### src/rtl/memory_access_arbiter.sv
// Two-requester sequencer for the shared A/RAM block: IDLE -> LOAD_A -> ACCESS -> RESP per grant, done in RESP.
// Latency: done in the 3rd cycle after the IDLE sample; no backpressure -- a requester holds req until its done.
module memory_access_arbiter #(
  parameter int WIDTH      = 16,
  parameter int PRIO_RESET = 0
) (
  input  logic             cl,
  input  logic             rst,
  input  logic             req0,
  input  logic             we0,
  input  logic [WIDTH-1:0] addr0,
  input  logic [WIDTH-1:0] wdata0,
  output logic             gnt0,
  output logic             done0,
  input  logic             req1,
  input  logic             we1,
  input  logic [WIDTH-1:0] addr1,
  input  logic [WIDTH-1:0] wdata1,
  output logic             gnt1,
  output logic             done1,
  output logic [WIDTH-1:0] rdata,
  output logic             mem_a,
  output logic             mem_addr_a,
  output logic [WIDTH-1:0] mem_X,
  input  logic [WIDTH-1:0] mem_addr_A
);

  typedef enum logic [1:0] {IDLE, LOAD_A, ACCESS, RESP} state_t;

  // last_q holds the id granted most recently; reset to the opposite of PRIO_RESET so it wins first.
  localparam logic LAST_RESET = (PRIO_RESET == 0);

  state_t           state_q, state_d;
  logic             id_q, id_d;
  logic             we_q, we_d;
  logic [WIDTH-1:0] addr_q, addr_d;
  logic [WIDTH-1:0] wdata_q, wdata_d;
  logic             last_q, last_d;
  logic [WIDTH-1:0] rdata_q, rdata_d;
  logic             gnt0_q, gnt0_d, gnt1_q, gnt1_d;
  logic             done0_q, done0_d, done1_q, done1_d;
  logic             mem_a_q, mem_a_d, mem_addr_a_q, mem_addr_a_d;
  logic [WIDTH-1:0] mem_x_q, mem_x_d;
  logic             win;

  always_comb begin
    state_d = state_q;
    id_d    = id_q;
    we_d    = we_q;
    addr_d  = addr_q;
    wdata_d = wdata_q;
    last_d  = last_q;
    rdata_d = rdata_q;
    win     = 1'b0;

    case (state_q)
      IDLE: begin
        if (req0 || req1) begin
          win     = (req0 && req1) ? ~last_q : req1;
          id_d    = win;
          we_d    = win ? we1 : we0;
          addr_d  = win ? addr1 : addr0;
          wdata_d = win ? wdata1 : wdata0;
          state_d = LOAD_A;
        end
      end
      LOAD_A: state_d = ACCESS;
      ACCESS: begin
        if (!we_q) rdata_d = mem_addr_A;
        state_d = RESP;
      end
      RESP: begin
        last_d  = id_q;
        state_d = IDLE;
      end
      default: state_d = IDLE;
    endcase

    // Outputs are decoded from the next state so they are registered yet aligned with it.
    gnt0_d       = (state_d != IDLE) && !id_d;
    gnt1_d       = (state_d != IDLE) && id_d;
    done0_d      = (state_d == RESP) && !id_d;
    done1_d      = (state_d == RESP) && id_d;
    mem_a_d      = (state_d == LOAD_A);
    mem_addr_a_d = (state_d == ACCESS) && we_d;
    if (state_d == LOAD_A)
      mem_x_d = addr_d;
    else if ((state_d == ACCESS) && we_d)
      mem_x_d = wdata_d;
    else
      mem_x_d = '0;
  end

  always_ff @(posedge cl or posedge rst) begin
    if (rst) begin
      state_q      <= IDLE;
      id_q         <= 1'b0;
      we_q         <= 1'b0;
      addr_q       <= '0;
      wdata_q      <= '0;
      last_q       <= LAST_RESET;
      rdata_q      <= '0;
      gnt0_q       <= 1'b0;
      gnt1_q       <= 1'b0;
      done0_q      <= 1'b0;
      done1_q      <= 1'b0;
      mem_a_q      <= 1'b0;
      mem_addr_a_q <= 1'b0;
      mem_x_q      <= '0;
    end else begin
      state_q      <= state_d;
      id_q         <= id_d;
      we_q         <= we_d;
      addr_q       <= addr_d;
      wdata_q      <= wdata_d;
      last_q       <= last_d;
      rdata_q      <= rdata_d;
      gnt0_q       <= gnt0_d;
      gnt1_q       <= gnt1_d;
      done0_q      <= done0_d;
      done1_q      <= done1_d;
      mem_a_q      <= mem_a_d;
      mem_addr_a_q <= mem_addr_a_d;
      mem_x_q      <= mem_x_d;
    end
  end

  assign gnt0       = gnt0_q;
  assign gnt1       = gnt1_q;
  assign done0      = done0_q;
  assign done1      = done1_q;
  assign rdata      = rdata_q;
  assign mem_a      = mem_a_q;
  assign mem_addr_a = mem_addr_a_q;
  assign mem_X      = mem_x_q;

endmodule
### config.mk
export PLATFORM = sky130hd
export DESIGN_NAME = memory_access_arbiter
export DESIGN_NICKNAME = d
export VERILOG_FILES = /design/src/rtl/memory_access_arbiter.sv
export SDC_FILE = /design/constraint.sdc
export NUM_CORES = 1
export LEC_CHECK = 0
export CORE_ASPECT_RATIO = 0.9
export CORE_MARGIN = 8
export CORE_UTILIZATION = 30
export CTS_CLUSTER_DIAMETER = 150
export DETAILED_ROUTE_END_ITERATION = 12
export SLEW_MARGIN = 10
export SYNTH_ARGS = -nofsm -noshare
export SYNTH_HDL_FRONTEND = slang
export SYNTH_SLANG_ARGS = --single-unit
### constraint.sdc
create_clock -name cl -period 3.2 [get_ports cl]
set_input_delay 0.96 -clock cl [delete_from_list [all_inputs] [get_ports cl]]
set_output_delay 0.96 -clock cl [all_outputs]
set_load 0.05 [all_outputs]
**Word-level counts from Yosys, hierarchy flattened**

Index checks and enable logic that the tools add are counted.

- Equality and inequality tests: 6
- Mux-type cells: 16
- Bitwise operators: 2
- Reductions and logical operators: 11

Operators with widths:

| operator | count |
|---|---|
| two-way mux 16 bit | 8 |
| == test 2 bit (second input constant) | 4 |
| one-hot mux 2 bit (4 select lines) | 1 |
| logical AND 1 bit | 6 |
| two-way mux 1 bit | 6 |
| == test 2 x 1 -> 1 bit (second input constant) | 2 |
| zero test 2 bit | 1 |
| two-way mux 2 bit | 1 |
| NOT 1 bit | 2 |
| AND reduction 2 bit | 1 |
| nonzero test 2 bit | 1 |
| zero test 1 bit | 1 |
| logical OR 1 bit | 1 |

- Flip-flop bits (word level): 75
- Logic and storage cells: 49

**Depth between registers and ports, before layout**

- Word-level depth: 8
- Mapped depth: 8
- Mapped depth without buffers: 6

**Worst setup path before layout**

Ideal clock, no wire load.

- Path type: in2reg
- Start point: in req1
- End point: reg mem_x_q[10], in the netlist mem_X[10]
- Arrival: 2.096 ns
- Slack: 1.039 ns
- Stages on the path: 5
- Buffers on the path: 1
- Path through: nor4b_4 > nor3_4 > nor4b_4 > buf_6 > a22o_1

- Cells in the longest elaborated chain, start to end: 8

Ends and longest elaborated chain:

| element | RTL line | text |
|---|---|---|
| from (decl) | 15 | `input logic req1,` |
| parallel branches: the longest is 7 deep, another holds two-way mux 16 bit | -- |  |
| two-way mux 16 bit (*) | 86 | `if (state_d == LOAD_A)` |
| net mem_x_d[10] | 43 | `logic [WIDTH-1:0] mem_x_q, mem_x_d;` |
| to (signal assigned) | 124 | `mem_x_q <= mem_x_d;` |
| to (decl) | 43 |  |

Mark *: on every way through the listed nets, which the timed path passes.
A chain may end at the register's enable or synchronous reset.

**Final worst setup path**

- Start point: reg rdata_q[3], in the netlist rdata[3]
- End point: out rdata[3]

RTL lines:

| element | RTL line | text |
|---|---|---|
| from (decl) | 39 | `logic [WIDTH-1:0] rdata_q, rdata_d;` |
| from (signal assigned) | 117 | `rdata_q <= rdata_d;` |
| to (decl) | 21 | `output logic [WIDTH-1:0] rdata,` |

No word-level cell between the ends.

==> results by group <==
Status
  • Status: completed

Setup path
  • CP max stage delay: between 0.8 and 0.9 ns
  • CP cell instances: clkdlybuf4s50_1
  • CP top delay family: buffers and inverters
  • CP arrival: between 1 and 1.5 ns
  • WP depth: 1
  • Worst Setup Start Kind: flop
  • Crit-path slowest cell: clkdlybuf4s50_1
  • Worst R2R Path Depth: 7
  • CP Capture Type: output pin
  • WP buf/inv: 1
  • R2r endpoint: mem_X[15]$_DFF_PP0_
  • Crit path max fanout: 2
  • RR Startpoint: state_q[0]$_DFF_PP0_
  • WS Path Type: flop to output pin
  • Req. time, crit path: between 2 and 2.5 ns
  • R2R Setup Slk: ~1.3 ns

Hold path
  • HP Class: flop to flop
  • Hold Crit Endpoint: rdata[2]$_DFFE_PP0P_
  • Hold path cells: 1
  • Hold_sp: rdata[2]$_DFFE_PP0P_

Drt
  • Residual DRC: 0
  • Initial DRC count: 77
  • Via-to-Cell Ratio: roughly 4.6
  • DRT Pass-1 Iters: 4
  • Post-route ant nets: 0
  • Routed via count: roughly 2.5k
  • Average wire per standard cell: roughly 15 µm
  • Total Routed Length: between 8 and 9 mm

STA
  • RSZ-0062 raised after global routing: no
  • Max Freq: roughly 410 MHz
  • Count of final setup violators: 0
  • Setup TNS: 0 ns
  • Slew Limit Fails: 0
  • Worst-margin pin slew: between 0.5 and 0.6 ns
  • Final hold slack: 0.5024 ns
  • Final Hold Vio Count: 0
  • Clk_skew: ~0.005 ns
  • Tcrit/Tclk final: between 70% and 80%
  • Worst slew margin: between 60% and 70%
  • Minimum clock period: about 2.4 ns

Clocking
  • CTS root buffer: clkbuf_16
  • CTS resizes: 0
  • Clk sinks: 75
  • Max clock buf depth: 2
  • H-Tree Depth: 3
  • Clock-pin transition on the worst setup and hold timing paths: approximately 0.05 ns
  • TritonCTS clock tree: done
  • Setup bufs post-CTS: 0
  • Hold_buf cts: 0
  • Skew-Pair Late Insertion Delay: between 0.3 and 0.4 ns
  • Total CTS buffers: 9

Finish
  • # fillers: about 1000
  • FF/Latch Area: 1878 µm²
  • Final nets: 505
  • Area of the multi-input gates: roughly 1200 µm²
  • Final core area utilization: between 40% and 50%
  • Area growth syn-to-layout: 54.76%
  • # diodes: 0
  • Ratio of cells with drive above 1 in the final layout: 12.23%

Die
  • Io pins: about 120
  • Core ar.: slightly above 10000 µm²
  • Rows: 35
  • Initial Utilization: between 30 and 40%
  • Die height: ~110 µm
  • Die ar.: 14000 µm²
  • Die Span X: 123.8 µm

Yosys
  • Synth Area per Inst: roughly 11 µm²
  • Post-Syn Nets: ~380
  • Cells after synthesis: 286
  • Seq cells post-synth: 75
  • Register area share after synthesis: between 50% and 60%
  • Yosys warnings: 0
  • Cell Area, Synth: 3139 µm²
  • Distinct cells, synth: 23

Pwr
  • PwrDens: ~1100 nW/µm²
  • VDD IR max: about 0.46 mV
  • Leakage: 2.066 nW

Global route
  • Global Route Usage Sum: approximately 12%
  • Vias in the first global route: 2759
  • Largest net degree at the start of global routing: 47
  • Initial antenna violation count: 0
  • First-pass GRT wire length: 13.80 mm
  • Gr ovfl total: 0

Placement
  • Port bufs: between 100 and 150
  • Final HPWL DP: 6.323 mm
  • RD Place Congestion: between 0.7 and 0.8

Job
  • Max Cap Viol: 0
-- power by group --
part / switching (mW) / total [mW] / internal, mW
sequential: 0.165 / 1.58 / 1.41
combinational: 1.56 / 2.57 / 1.01
clock: 0.354 / 1.05 / 0.696
-- layout make-up --
cell class,instances,share of cell area [%]
sequential,75,38.66
timing repair buffer,134,27.30
multi-input combinational,189,23.87
clock buffer,10,4.919
tap,129,3.322
clock inverter,5,1.597
inverter,4,0.3348
-- sequential cells by signal, summed over array words and instances (netlist names), 2 cells and up --
signal   cells
state_q      2
wdata_q     16
mem_X       16
rdata       16
addr_q      16
-- how the worst max path moves through the flow --
stage / from / end / slack (ns)
2_1_floorplan: rst / addr_q[0]$_DFF_PP0_ / 0.33
3_3_place_gp: req0 / mem_X[15]$_DFF_PP0_ / 0.55
3_5_place_dp: req0 / mem_X[15]$_DFF_PP0_ / 0.49
4_1_cts: rdata[14]$_DFFE_PP0P_ / rdata[14] / 0.73
5_1_grt: rdata[14]$_DFFE_PP0P_ / rdata[14] / 0.70
6_report: rdata[3]$_DFFE_PP0P_ / rdata[3] / 0.76
-- cell families after synthesis --
group / after synthesis / synth area share, %
flip-flops: 75 / 59.82
adder cells (fa/ha/maj): 6 / 2.391
multiplexers: 17 / 6.098
buffers and inverters: 22 / 3.507
AO/OA/AOI/OAI: 53 / 12.52
AND/OR/NAND/NOR: 113 / 15.66
-- cells in the final DEF, fill, tap and decap left out, types with 6 or more instances in the layout --
master and count:
nand2_1 65, clkdlybuf4s50_1 123, dfrtp_1 74, a31oi_1 32
ha_1 6, a22o_1 16, buf_4 10, clkbuf_16 9
mux2_2 17, nor2_1 39
-- metal layers --
| metal | track usage, % | part of all wire, % | routed length (µm) | up-vias |
|---|---|---|---|---|
| met5 | 0 | 0 | 0 | - |
| met4 | 3.609 | 0.68 | 57 | 0 |
| met3 | 4.331 | 8.7 | 732 | 7 |
| met2 | 19.92 | 48 | 4072 | 76 |
| met1 | 15.39 | 42 | 3548 | 1218 |
| li1 | - | - | - | 1226 |
-- stage by stage --
step                      setup slack, ns  instance area [µm²]  power [mW]  cells
final                              0.7564                 4858       5.198    546
after global placement             0.5537                 4542       4.163    531
after global routing               0.7032                 4858       5.527    546
after CTS                          0.7277                 4858       5.273    546
after detailed placement           0.4889                 4542       4.202    531
after floorplan                    0.3317                 3139       3.360    286
-- worst reg2reg max path: stages, from the launching register on --
cell and delay (ns):
dfrtp_1 0.45, inv_1 0.16, ha_1 0.24, nand2_1 0.11
o32ai_2 0.34, nor4b_4 0.10, buf_4 0.19, a22o_1 0.21
-- synthesized netlist by cell type, drive strengths merged --
master	instances	area [µm²]
nand2b	1	6.260
nor3	1	16.27
dfstp	1	26.28
a31oi	32	200.2
a22o	16	140.1
buf	15	83.83
a21bo	1	10.01
ha	6	75.07
o32ai	1	16.27
nor2	39	146.4
a22oi	1	7.510
dfrtp	74	1852
nor2b	2	12.51
o21a	1	7.510
mux2	17	191.4
nor4b	2	47.55
inv	4	15.01
nand2	65	244.0
a21boi	1	11.26
clkbuf	3	11.26
and2	3	18.77
Note: power is estimated with default switching activity, not from simulation.
